--- config.mk ---
export PLATFORM = sky130hd
export DESIGN_NAME = wb_stage_flat
export DESIGN_NICKNAME = d
export VERILOG_FILES = /design/src/rtl/wb_stage_if.sv /design/src/rtl/wb_stage.sv /design/src/flat_wrapper.sv
export SDC_FILE = /design/constraint.sdc
export NUM_CORES = 1
export LEC_CHECK = 0
export BUFFER_PORTS_ARGS = -buffer_cell sky130_fd_sc_hd__buf_2
export CAP_MARGIN = 20
export CORE_ASPECT_RATIO = 1.4
export CORE_MARGIN = 5
export CORE_UTILIZATION = 45
export CTS_CLUSTER_DIAMETER = 120
export DETAILED_ROUTE_END_ITERATION = 10
export PLACE_DENSITY = 0.75
export SYNTH_ARGS = -nofsm -noshare
export SYNTH_HDL_FRONTEND = slang
export SYNTH_SLANG_ARGS = --single-unit
--- constraint.sdc ---
create_clock -name clk -period 1.3 [get_ports clk]
set_input_delay 0.26 -clock clk [delete_from_list [all_inputs] [get_ports clk]]
set_output_delay 0.26 -clock clk [all_outputs]
set_load 0.005 [all_outputs]
--- src/rtl/wb_stage_if.sv ---
// Write-back stage bundle: MEM/WB buffer fields in, register-file/output-port results out.
// Transfer rule: an instruction is taken on any rising edge where i_valid=1 and o_stall=0; while o_stall=1 the buffer must hold.
interface wb_stage_if #(parameter int WbSize = 4);
  logic              i_valid;
  logic [WbSize-1:0] i_WB;
  logic [31:0]       i_MemData;
  logic [15:0]       i_alu;
  logic [2:0]        i_Rdst;
  logic              o_rf_we;
  logic [2:0]        o_rf_addr;
  logic [15:0]       o_rf_data;
  logic [15:0]       o_out_port;
  logic              o_stall;
  logic [15:0]       o_retired;
  logic              dbg_state;

  modport master (
    output i_valid, i_WB, i_MemData, i_alu, i_Rdst,
    input  o_rf_we, o_rf_addr, o_rf_data, o_out_port, o_stall, o_retired, dbg_state
  );

  modport slave (
    input  i_valid, i_WB, i_MemData, i_alu, i_Rdst,
    output o_rf_we, o_rf_addr, o_rf_data, o_out_port, o_stall, o_retired, dbg_state
  );
endinterface

--- src/rtl/wb_stage.sv ---
// Write-back stage: single 16-bit register-file writes, or a two-cycle 32-bit pair write
// (low half to Rdst, then high half to Rdst+1) with a registered stall during the second cycle.
module wb_stage #(
  parameter int WbSize = 4
) (
  input  logic         clk,
  input  logic         rst,
  wb_stage_if.slave    bus
);
  typedef enum logic {IDLE = 1'b0, HIGH = 1'b1} state_t;

  state_t      state_q, state_n;
  logic        we_q, we_n;
  logic [2:0]  addr_q, addr_n;
  logic [15:0] data_q, data_n;
  logic [15:0] out_q, out_n;
  logic        stall_q, stall_n;
  logic [15:0] retired_q, retired_n;
  logic [15:0] hi_data_q, hi_data_n;
  logic [2:0]  hi_rdst_q, hi_rdst_n;

  logic [WbSize-1:0] wb;
  logic              reg_write, mem_to_reg, wide_wr, out_en;
  logic [15:0]       sel_data, wr_data;

  assign wb         = bus.i_WB;
  assign reg_write  = wb[0];
  assign mem_to_reg = wb[1];
  assign out_en     = wb[3];
  // Wide only has meaning for an actual register write.
  assign wide_wr    = wb[0] & wb[2];
  assign sel_data   = mem_to_reg ? bus.i_MemData[15:0] : bus.i_alu;
  assign wr_data    = wide_wr ? bus.i_MemData[15:0] : sel_data;

  always_comb begin
    state_n   = state_q;
    we_n      = 1'b0;
    addr_n    = addr_q;
    data_n    = data_q;
    out_n     = out_q;
    stall_n   = 1'b0;
    retired_n = retired_q;
    hi_data_n = hi_data_q;
    hi_rdst_n = hi_rdst_q;
    case (state_q)
      IDLE: begin
        if (bus.i_valid) begin
          if (reg_write) begin
            we_n   = 1'b1;
            addr_n = bus.i_Rdst;
            data_n = wr_data;
          end
          if (out_en) out_n = wr_data;
          if (wide_wr) begin
            state_n   = HIGH;
            stall_n   = 1'b1;
            hi_data_n = bus.i_MemData[31:16];
            hi_rdst_n = bus.i_Rdst;
          end else begin
            retired_n = retired_q + 16'd1;
          end
        end
      end
      HIGH: begin
        // Inputs are ignored here; the buffer is being held by the stall.
        we_n      = 1'b1;
        addr_n    = hi_rdst_q + 3'd1;
        data_n    = hi_data_q;
        state_n   = IDLE;
        retired_n = retired_q + 16'd1;
      end
      default: state_n = IDLE;
    endcase
  end

  always_ff @(posedge clk or negedge rst) begin
    if (!rst) begin
      state_q   <= IDLE;
      we_q      <= 1'b0;
      addr_q    <= 3'd0;
      data_q    <= 16'd0;
      out_q     <= 16'd0;
      stall_q   <= 1'b0;
      retired_q <= 16'd0;
      hi_data_q <= 16'd0;
      hi_rdst_q <= 3'd0;
    end else begin
      state_q   <= state_n;
      we_q      <= we_n;
      addr_q    <= addr_n;
      data_q    <= data_n;
      out_q     <= out_n;
      stall_q   <= stall_n;
      retired_q <= retired_n;
      hi_data_q <= hi_data_n;
      hi_rdst_q <= hi_rdst_n;
    end
  end

  assign bus.o_rf_we    = we_q;
  assign bus.o_rf_addr  = addr_q;
  assign bus.o_rf_data  = data_q;
  assign bus.o_out_port = out_q;
  assign bus.o_stall    = stall_q;
  assign bus.o_retired  = retired_q;
  assign bus.dbg_state  = state_q;
endmodule

--- src/flat_wrapper.sv ---
// flat-port wrapper written by rule: the top's interface ports become plain ports
module wb_stage_flat 
#(
  parameter int WbSize = 4
)
  (clk, rst, bus_i_valid, bus_i_WB, bus_i_MemData, bus_i_alu, bus_i_Rdst, bus_o_rf_we, bus_o_rf_addr, bus_o_rf_data, bus_o_out_port, bus_o_stall, bus_o_retired, bus_dbg_state);
  wb_stage_if #(.WbSize(WbSize)) bus_i ();
  input  logic clk;
  input  logic rst;
  input wire logic [$bits(bus_i.i_valid)-1:0] bus_i_valid;
  input wire logic [$bits(bus_i.i_WB)-1:0] bus_i_WB;
  input wire logic [$bits(bus_i.i_MemData)-1:0] bus_i_MemData;
  input wire logic [$bits(bus_i.i_alu)-1:0] bus_i_alu;
  input wire logic [$bits(bus_i.i_Rdst)-1:0] bus_i_Rdst;
  output wire logic [$bits(bus_i.o_rf_we)-1:0] bus_o_rf_we;
  output wire logic [$bits(bus_i.o_rf_addr)-1:0] bus_o_rf_addr;
  output wire logic [$bits(bus_i.o_rf_data)-1:0] bus_o_rf_data;
  output wire logic [$bits(bus_i.o_out_port)-1:0] bus_o_out_port;
  output wire logic [$bits(bus_i.o_stall)-1:0] bus_o_stall;
  output wire logic [$bits(bus_i.o_retired)-1:0] bus_o_retired;
  output wire logic [$bits(bus_i.dbg_state)-1:0] bus_dbg_state;
  assign bus_i.i_valid = bus_i_valid;
  assign bus_i.i_WB = bus_i_WB;
  assign bus_i.i_MemData = bus_i_MemData;
  assign bus_i.i_alu = bus_i_alu;
  assign bus_i.i_Rdst = bus_i_Rdst;
  assign bus_o_rf_we = bus_i.o_rf_we;
  assign bus_o_rf_addr = bus_i.o_rf_addr;
  assign bus_o_rf_data = bus_i.o_rf_data;
  assign bus_o_out_port = bus_i.o_out_port;
  assign bus_o_stall = bus_i.o_stall;
  assign bus_o_retired = bus_i.o_retired;
  assign bus_dbg_state = bus_i.dbg_state;
  wb_stage #(.WbSize(WbSize)) u_core (.clk(clk), .rst(rst), .bus(bus_i));
endmodule
==> results of run 1 <==
-- logic make-up (layout without fill, tap and decap cells) --
family | after synthesis | in the layout | share of synthesized area
buf+inv | 23 | 172 | 0.0354
xor+xnor | 16 | 16 | 0.0441
simple gates | 63 | 63 | 0.0937
fa+ha+maj | 2 | 2 | 0.00787
compound gates | 56 | 56 | 0.125
flops | 72 | 72 | 0.567
mux | 38 | 38 | 0.128
-- repair_timing --
| action | 4_1_cts | 5_1_grt |
|---|---|---|
| endpoints found under the hold margin | 72 | 0 |
| endpoints found under the setup margin | 18 | 43 |
| cloned | 1 | 0 |
| setup buffers | 7 | 0 |
| hold buffers | 1 | 0 |
| pin swaps | 7 | 4 |
| gates resized for setup | 11 | 17 |
-- worst max path at each step --
stage                     slack, ns                              endpoint                                 from  depth (start not counted)
final                         -0.07  u_core.bus.o_retired[11]$_DFFE_PN0P_  u_core.bus.o_retired[3]$_DFFE_PN0P_                          5
after global routing          -0.15  u_core.bus.o_retired[15]$_DFFE_PN0P_  u_core.bus.o_retired[5]$_DFFE_PN0P_                          5
after CTS                     -0.05  u_core.bus.o_retired[11]$_DFFE_PN0P_  u_core.bus.o_retired[6]$_DFFE_PN0P_                          5
after detailed placement      -0.19   u_core.bus.o_rf_data[9]$_DFFE_PN0P_                          bus_i_WB[0]                          6
after global placement        -0.19   u_core.bus.o_rf_data[9]$_DFFE_PN0P_                          bus_i_WB[0]                          6
after floorplan               -0.11  u_core.bus.o_retired[14]$_DFFE_PN0P_  u_core.bus.o_retired[2]$_DFFE_PN0P_                          5
-- critical path: stages, from the launching register on --
cell	delay, ns
dfrtp_1	0.37
nand3_2	0.10
or3_4	0.33
buf_6	0.16
nor3_4	0.17
xor2_1	0.16
-- routing by layer --
metal / up-vias / GRT usage / wire [um]
met5: - / 0 / 0
met4: 0 / 0.0966 / 218
met3: 17 / 0.0451 / 451
met2: 81 / 0.337 / 4590
met1: 1279 / 0.239 / 3210
li1: 1227 / - / -
-- final cells by class --
class | count | area share
clock buffers | 11 | 0.0337
clock inverters | 5 | 0.00696
inverters | 6 | 0.00501
multi-input cells | 175 | 0.307
flip-flops and latches | 72 | 0.401
well taps | 95 | 0.0264
repair buffers | 150 | 0.220
-- synthesized netlist by cell type (all sizes together) --
library cell,n
dfrtp,72
nand2,24
nor2,21
mux2,20
o21ai,19
mux2i,18
a211oi,17
a21o,16
buf,10
xor2,9
clkbuf,7
xnor2,7
inv,6
nor3,5
nand3,3
nor4,3
a21oi,2
ha,2
nor2b,2
or3,2
a21boi,1
and2,1
nand4,1
o211ai,1
or2,1
-- stage by stage --
| stage | hold WS [ns] | area (um2) | TNS (ns) |
|---|---|---|---|
| floorplan | -0.0356 | 3230 | -0.606 |
| global placement | 0.298 | 4090 | -1.66 |
| detailed placement | 0.300 | 4090 | -2.70 |
| CTS | 0.134 | 4420 | -0.277 |
| global route | 0.128 | 4500 | -1.75 |
| finish | 0.143 | 4500 | -0.419 |
-- power groups by stage --
stage / Clock (mW) / Combinational [mW] / Sequential, mW
finish: 1.60 / 1.84 / 2.93
global route: 1.75 / 2.03 / 2.99
CTS: 1.65 / 1.79 / 2.92
detailed placement: 0 / 1.69 / 2.96
global placement: 0 / 1.63 / 2.94
floorplan: 0 / 0.706 / 3.01
-- state kept, by name, indices dropped and copies added, names as in the netlist --
register and cells:
u_core.bus.o_out_port 16, u_core.bus.o_retired 16, u_core.bus.o_rf_data 16, u_core.bus.o_rf_we 1, u_core.bus.o_stall 1, u_core.hi_rdst_q 3
u_core.hi_data_q 16, u_core.bus.o_rf_addr 3
==> flow_metrics.tcl, run 1 <==
set metrics [dict create \
    slew_headroom 0.747 \
    fin_nets 474 \
    clock_skew_ns 0.0134 \
    routed_wl_um 8470 \
    core_area_mm2 0.00694 \
    hold_end "u_core.hi_data_q[3]$_DFFE_PN0P_" \
    synth_nets 330 \
    min_period_over_period 1.06 \
    finalWorstSetupSlack_ns -0.0735 \
    finalNonFillerCells 514 \
    port_buffers 111 \
    wl_per_cell_um 16.5 \
    final.min_clock_period_ns 1.37 \
    grt.total_usage 0.200 \
    chipHeight_um 109 \
    arrival_ns 1.64 \
    synth_area_mm2 0.00318 \
    hold_path_depth 2 \
    boundaryPins 112 \
    antenna_found_initial 0 \
    power_mw 6.37 \
    place_worst_setup_slack_ns -0.194 \
    drive_gt1_frac 0.506 \
    initialDrtViolationCount 123 \
    die_w_um 81.0 \
    postLayoutCoreUtil 0.648 \
    comb_power_share 0.289 \
    fp-row-count 36 \
    ys_ff_latch 72 \
    rsz0062_at_grt "yes" \
    firstDrtPassIters 4 \
    cp-start-kind "register" \
    antenna_cells 0 \
    fp.dieArea_mm2 0.00887 \
    cts_num_sinks 72 \
    initial_core_util 0.458 \
    ant_nets 0 \
    cts_max_level 3 \
    ys.warnings.count 0 \
    power.density_mw_per_mm2 1420 \
    max-clock-path-buffers 2 \
    viasPerCell 5.07 \
    synth_area_leader_cell "dfrtp_1" \
    mostFrequentLayoutCell "buf_2" \
    place.gp.congestion 0.866 \
    r2r-start "u_core.bus.o_retired[3]$_DFFE_PN0P_" \
    grt-ovfl-total 0 \
    r2r_cells 5 \
    cts_buffers 9 \
    rr_endpoint "u_core.bus.o_retired[11]$_DFFE_PN0P_" \
    hold_viol_final 0 \
    multi_input_area_mm2 0.00138 \
    grt_pass1_wl_um 13300 \
    setup_violations 19 \
    hold_class "input pin to register" \
    p_leak_nw 2.29 \
    cts-root-buf "clkbuf_8" \
    cts_tree "done" \
    synth_seq_area_share 0.567 \
    power.switching_mw 1.90 \
    mostFrequentLayoutCells "buf_2, dfrtp_1, buf_4" \
    vias 2604 \
    synth_area_leaders "dfrtp_1, mux2_2, mux2i_1" \
    regArea_mm2 0.00180 \
    synthToLayoutAreaGrowth_pct 41.4 \
    place_inst 489 \
    maxCapViolCount 0 \
    violations "negative setup slack" \
    power_frac_clock 0.251 \
    p_int_mw 4.47 \
    p_sw_frac 0.298 \
    grt_pass1_vias 2726 \
    drv_slew 0 \
    worstSkewPairLatency_ns 0.35 \
    power_frac_seq 0.461 \
    hp-start "bus_i_MemData[19]" \
    end_kind "register" \
    post-synth-top-area-fraction 0.567 \
    fill_cells 583 \
    drc 0 \
    critPathKind "register to register" \
    clk_pin_slew_ns 0.08 \
    synth_cell_type_count 33 \
    crit_path_max_fanout 7 \
    hpwl_um 6070 \
    grt_start_max_net_pins 73 \
    peakVddDrop_uv 915 \
    netlist_instances 270 \
    reg2reg_slack_ns -0.07 \
    outcome "finished with violations" \
    worstPathRequired_ns 1.56 \
    avgSynthCellArea_um2 11.8 \
    worst_pin_slew_ns 0.380 \
    fmax_mhz 728 \
]
Note: power is estimated with default switching activity, not from simulation.
==> inputs of run 2 (changes only) <==
- BUFFER_PORTS_ARGS: -buffer_cell sky130_fd_sc_hd__buf_2 -> -buffer_cell sky130_fd_sc_hd__clkbuf_2
==> run 2 against run 1 <==
Compared with the run above:
- the run still ends with negative setup slack left
- largest power group unchanged
- critical endpoint unchanged
- global-route usage increased by 0.51 points
- via count is 2.0% higher
- sequential cell count is the same
==> flow_metrics.tcl, run 2 (synthesis gave the netlist of run 1 again) <==
set metrics [dict create \
    fin_nets 475 \
    viasPerCell 5.16 \
    die_w_um 81.0 \
    hold_class "input pin to register" \
    setup_violations 29 \
    outcome "finished with violations" \
    clock_skew_ns 0.00995 \
    cts_max_level 3 \
    maxCapViolCount 0 \
    grt.total_usage 0.205 \
    hold_viol_final 0 \
    crit_path_max_fanout 7 \
    finalNonFillerCells 515 \
    antenna_found_initial 0 \
    end_kind "register" \
    fp-row-count 36 \
    arrival_ns 1.66 \
    hpwl_um 5990 \
    critPathKind "register to register" \
    synthToLayoutAreaGrowth_pct 42.7 \
    r2r-start "u_core.bus.o_retired[4]$_DFFE_PN0P_" \
    cts-root-buf "clkbuf_8" \
    routed_wl_um 8910 \
    fmax_mhz 722 \
    r2r_cells 4 \
    rr_endpoint "u_core.bus.o_retired[11]$_DFFE_PN0P_" \
    max-clock-path-buffers 2 \
    firstDrtPassIters 4 \
    cp-endpoint "u_core.bus.o_retired[11]$_DFFE_PN0P_" \
    power.density_mw_per_mm2 1440 \
    drc 0 \
    cts_buffers 9 \
    p_leak_nw 2.32 \
    worstSkewPairLatency_ns 0.35 \
    place_inst 487 \
    hold_slack_ns 0.141 \
    grt-ovfl-total 0 \
    fp.dieArea_mm2 0.00887 \
    chipHeight_um 109 \
    place.gp.congestion 0.850 \
    wl_per_cell_um 17.3 \
    reg2reg_slack_ns -0.09 \
    final.min_clock_period_ns 1.39 \
    violations "negative setup slack" \
    cts_num_sinks 72 \
    grt_pass1_wl_um 13400 \
    startpoint "u_core.bus.o_retired[4]$_DFFE_PN0P_" \
    boundaryPins 112 \
    worstPathRequired_ns 1.57 \
    drv_slew 0 \
    mostFrequentLayoutCell "clkbuf_2" \
    min_period_over_period 1.07 \
    initialDrtViolationCount 135 \
    place_worst_setup_slack_ns -0.200 \
    port_buffers 111 \
    finalWorstSetupSlack_ns -0.0853 \
    initial_core_util 0.458 \
    core_area_mm2 0.00694 \
    cp-start-kind "register" \
    mostFrequentLayoutCells "clkbuf_2, dfrtp_1, buf_4" \
    cts_tree "done" \
    drive_gt1_frac 0.495 \
    antenna_cells 0 \
    rsz0062_at_grt "yes" \
    slew_headroom 0.728 \
    grt_start_max_net_pins 73 \
    power_mw 6.51 \
    worst_pin_slew_ns 0.405 \
    grt_pass1_vias 2787 \
    vias 2655 \
    ant_nets 0 \
    hold_path_depth 2 \
    peakVddDrop_uv 793 \
    clk_pin_slew_ns 0.08 \
]
==> run 2: changes by cell type in the layout (fill, tap and decap cells not counted), sizes merged <==
cell,previous run,this run
clkbuf,11,123
buf,148,38
bufinv,0,1
clkinv,4,3
clkinvlp,1,0
==> run 2: layout make-up <==
type,instances,area [um2]
timing repair buffer,151,1020
clock buffer,12,135
sequential,72,1800
tap,95,119
clock inverter,4,45.0
fill,569,2400
multi-input combinational,175,1390
inverter,6,22.5
==> run 2: where the power goes <==
part | total (mW) | internal [mW] | switching [mW]
Clock | 1.68 | 0.879 | 0.797
Combinational | 1.89 | 1.03 | 0.864
Sequential | 2.94 | 2.67 | 0.270
Total | 6.51 | 4.58 | 1.93
==> run 2: critical path: stages (launching register included) <==
cell and delay, ns:
dfrtp_1 0.37, nand3_2 0.09, or3_4 0.47, nor3_4 0.21, xor2_1 0.16
==> run 2: repair_timing <==
| action | in CTS | in global routing |
|---|---|---|
| hold buffers | 1 | 0 |
| resized for setup | 7 | 20 |
| setup endpoints to repair | 12 | 38 |
| buffers inserted | 6 | 3 |
| cloned | 2 | 2 |
| endpoints found under the hold margin | 72 | 0 |
| pin swaps | 4 | 11 |
==> run 2: worst min path at each step <==
stage / endpoint / slack [ns] / start
after floorplan: u_core.bus.o_out_port[0]$_DFFE_PN0P_ / -0.04 / rst
after global placement: u_core.bus.o_out_port[15]$_DFFE_PN0P_ / 0.30 / rst
after detailed placement: u_core.bus.o_out_port[15]$_DFFE_PN0P_ / 0.31 / rst
after CTS: u_core.hi_data_q[9]$_DFFE_PN0P_ / 0.12 / bus_i_MemData[25]
after global routing: u_core.hi_data_q[7]$_DFFE_PN0P_ / 0.13 / bus_i_MemData[23]
final: u_core.hi_data_q[9]$_DFFE_PN0P_ / 0.14 / bus_i_MemData[25]
==> run 2: metrics by stage <==
step / TNS, ns / area, um2 / util
finish: -1.13 / 4540 / 0.654
global route: -2.65 / 4540 / 0.654
CTS: -0.840 / 4390 / 0.633
detailed placement: -2.44 / 4070 / 0.587
global placement: -1.87 / 4070 / 0.587
floorplan: -0.606 / 3230 / -
==> run 2: routing by layer <==
layer,GRT usage,wire [um],up-vias,share of wire
li1,-,-,1223,-
met5,0,0,-,0
met3,0.0361,418,30,0.047
met1,0.234,3470,1308,0.39
met2,0.339,4580,94,0.51
met4,0.151,437,0,0.049
==> inputs of run 3 (changes only) <==
--- a/config.mk
+++ b/config.mk
@@ -14,4 +14,5 @@
 export DETAILED_ROUTE_END_ITERATION = 10
 export PLACE_DENSITY = 0.75
+export SLEW_MARGIN = 20
 export SYNTH_ARGS = -nofsm -noshare
 export SYNTH_HDL_FRONTEND = slang
==> constraint.sdc (replaced) <==
create_clock -name clk -period 1.3 [get_ports clk]
set_input_delay 0.065 -clock clk [delete_from_list [all_inputs] [get_ports clk]]
set_output_delay 0.065 -clock clk [all_outputs]
set_load 0.005 [all_outputs]
==> run 3 against run 2 <==
Compared with the run above:
- the flow still finishes with violations (negative setup slack)
- routed wire length fell by 7.2%
- worst hold slack got worse by 0.12 ns
- first-iteration DRC count fell by 19%
- global-route usage fell by 0.25 points
- sequential cell count did not move
- core utilization rose by 0.47 points
- register-to-register slack improved by 0.05 ns
- die area did not move
- highest routed layer unchanged
==> flow_metrics.tcl, run 3 (synthesis gave the netlist of run 1 again) <==
set metrics [dict create \
    worst_pin_slew_ns 0.430 \
    arrival_ns 1.61 \
    vias 2591 \
    rsz0062_at_grt "yes" \
    worstSkewPairLatency_ns 0.35 \
    wl_per_cell_um 15.6 \
    worstPathRequired_ns 1.57 \
    power_frac_clock 0.244 \
    cts_num_sinks 72 \
    comb_power_share 0.298 \
    mostFrequentLayoutCells "clkbuf_2, dfrtp_1, buf_4" \
    grt_start_max_net_pins 38 \
    cts-root-buf "clkbuf_8" \
    r2r_cells 4 \
    violations "negative setup slack" \
    initialDrtViolationCount 110 \
    port_buffers 111 \
    place_inst 488 \
    cts_tree "done" \
    min_period_over_period 1.03 \
    place_worst_setup_slack_ns -0.112 \
    chipHeight_um 109 \
    drv_slew 0 \
    postLayoutCoreUtil 0.659 \
    core_area_mm2 0.00694 \
    hold_path_depth 3 \
    maxCapViolCount 0 \
    slew_headroom 0.713 \
    fp-row-count 36 \
    hold_class "input pin to register" \
    max-clock-path-buffers 2 \
    grt_pass1_vias 2678 \
    fin_nets 490 \
    p_sw_frac 0.292 \
    outcome "finished with violations" \
    top_usage_layer "met2" \
    grt_pass1_wl_um 13300 \
    clk_pin_slew_ns 0.07 \
    power_frac_seq 0.458 \
    place.gp.congestion 0.822 \
    final.min_clock_period_ns 1.34 \
    boundaryPins 112 \
    die_w_um 81.0 \
    hold_viol_final 0 \
    cts_max_level 3 \
    antenna_found_initial 0 \
    fmax_mhz 748 \
    gr-usage-met3 0.0443 \
    end_kind "register" \
    finalNonFillerCells 529 \
    use_met1 0.239 \
    p_leak_nw 2.33 \
    routed_wl_um 8270 \
    power.density_mw_per_mm2 1400 \
    grt-ovfl-total 0 \
    grt.total_usage 0.202 \
    synthToLayoutAreaGrowth_pct 43.7 \
    drive_gt1_frac 0.454 \
    peakVddDrop_uv 713 \
    critPathKind "register to register" \
    setup_violations 8 \
    p_int_mw 4.52 \
    fp.dieArea_mm2 0.00887 \
    hpwl_um 5990 \
    reg2reg_slack_ns -0.04 \
    cts_buffers 9 \
    gr-usage-met2 0.346 \
    crit_path_max_fanout 7 \
    cp-start-kind "register" \
    viasPerCell 4.90 \
    firstDrtPassIters 4 \
    power_mw 6.38 \
    ant_nets 0 \
    mostFrequentLayoutCell "clkbuf_2" \
    initial_core_util 0.458 \
    antenna_cells 0 \
    finalWorstSetupSlack_ns -0.0366 \
    clock_skew_ns 0.00415 \
    drc 0 \
    power.switching_mw 1.86 \
]
run 3: changes by cell type in the layout (fill, tap and decap cells not counted), sizes merged:
cell         previous run  this run
buf                    38        36
bufbuf                  1         0
bufinv                  1         0
clkbuf                123       125
clkinv                  3         0
dlygate4sd3             1        20
run 3: power by group through the flow:
stage	Sequential, mW	Combinational, mW	Clock [mW]
4_1_cts	2.92	1.87	1.60
2_1_floorplan	3.01	0.706	0
3_5_place_dp	2.96	1.70	0
3_3_place_gp	2.93	1.63	0
6_report	2.92	1.90	1.56
5_1_grt	2.98	2.09	1.74
run 3: layer usage:
layer,share of wire,vias to the layer above
met2,0.54,70
met1,0.38,1253
met5,0,-
li1,-,1255
met4,0.021,0
met3,0.055,13
run 3: repair_timing:
item / CTS / global route
endpoints found under the setup margin: 31 / 29
gates cloned: 0 / 0
endpoints found under the hold margin: 84 / 0
gates resized for setup: 8 / 5
hold buffers: 20 / 0
pin swaps: 7 / 4
setup buffers: 6 / 1
run 3: critical path, stage by stage (launching register included):
cell and delay, ns:
dfrtp_1 0.36, nand2_1 0.07, or3_4 0.48, nor4_4 0.17, xor2_1 0.18
run 3: final timing paths:
path                                                       from                                    to
hold reg to reg            u_core.bus.o_retired[15]$_DFFE_PN0P_  u_core.bus.o_retired[15]$_DFFE_PN0P_
setup reg to reg            u_core.bus.o_retired[5]$_DFFE_PN0P_  u_core.bus.o_retired[15]$_DFFE_PN0P_
setup / recovery            u_core.bus.o_retired[5]$_DFFE_PN0P_  u_core.bus.o_retired[15]$_DFFE_PN0P_
min in group asynchronous                                   rst   u_core.bus.o_retired[2]$_DFFE_PN0P_
hold / removal                                 bus_i_MemData[7]  u_core.bus.o_out_port[7]$_DFFE_PN0P_
max in group asynchronous                                   rst       u_core.hi_data_q[0]$_DFFE_PN0P_
run 3: through the flow:
step	hold WS [ns]	instance area [um2]	setup TNS (ns)
after global routing	0.0524	4570	-1.39
after floorplan	-0.231	3230	-0.606
after global placement	0.0302	4090	-0.194
final	0.0206	4570	-0.0852
after CTS	0.0217	4550	-0.144
after detailed placement	0.0323	4090	-0.524
run 3: layout make-up:
type	instances	area (um2)
repair buffers	166	1110
flip-flops and latches	72	1800
clock buffers	15	166
inverters	6	22.5
fillers	562	2370
multi-input cells	175	1350
well taps	95	119
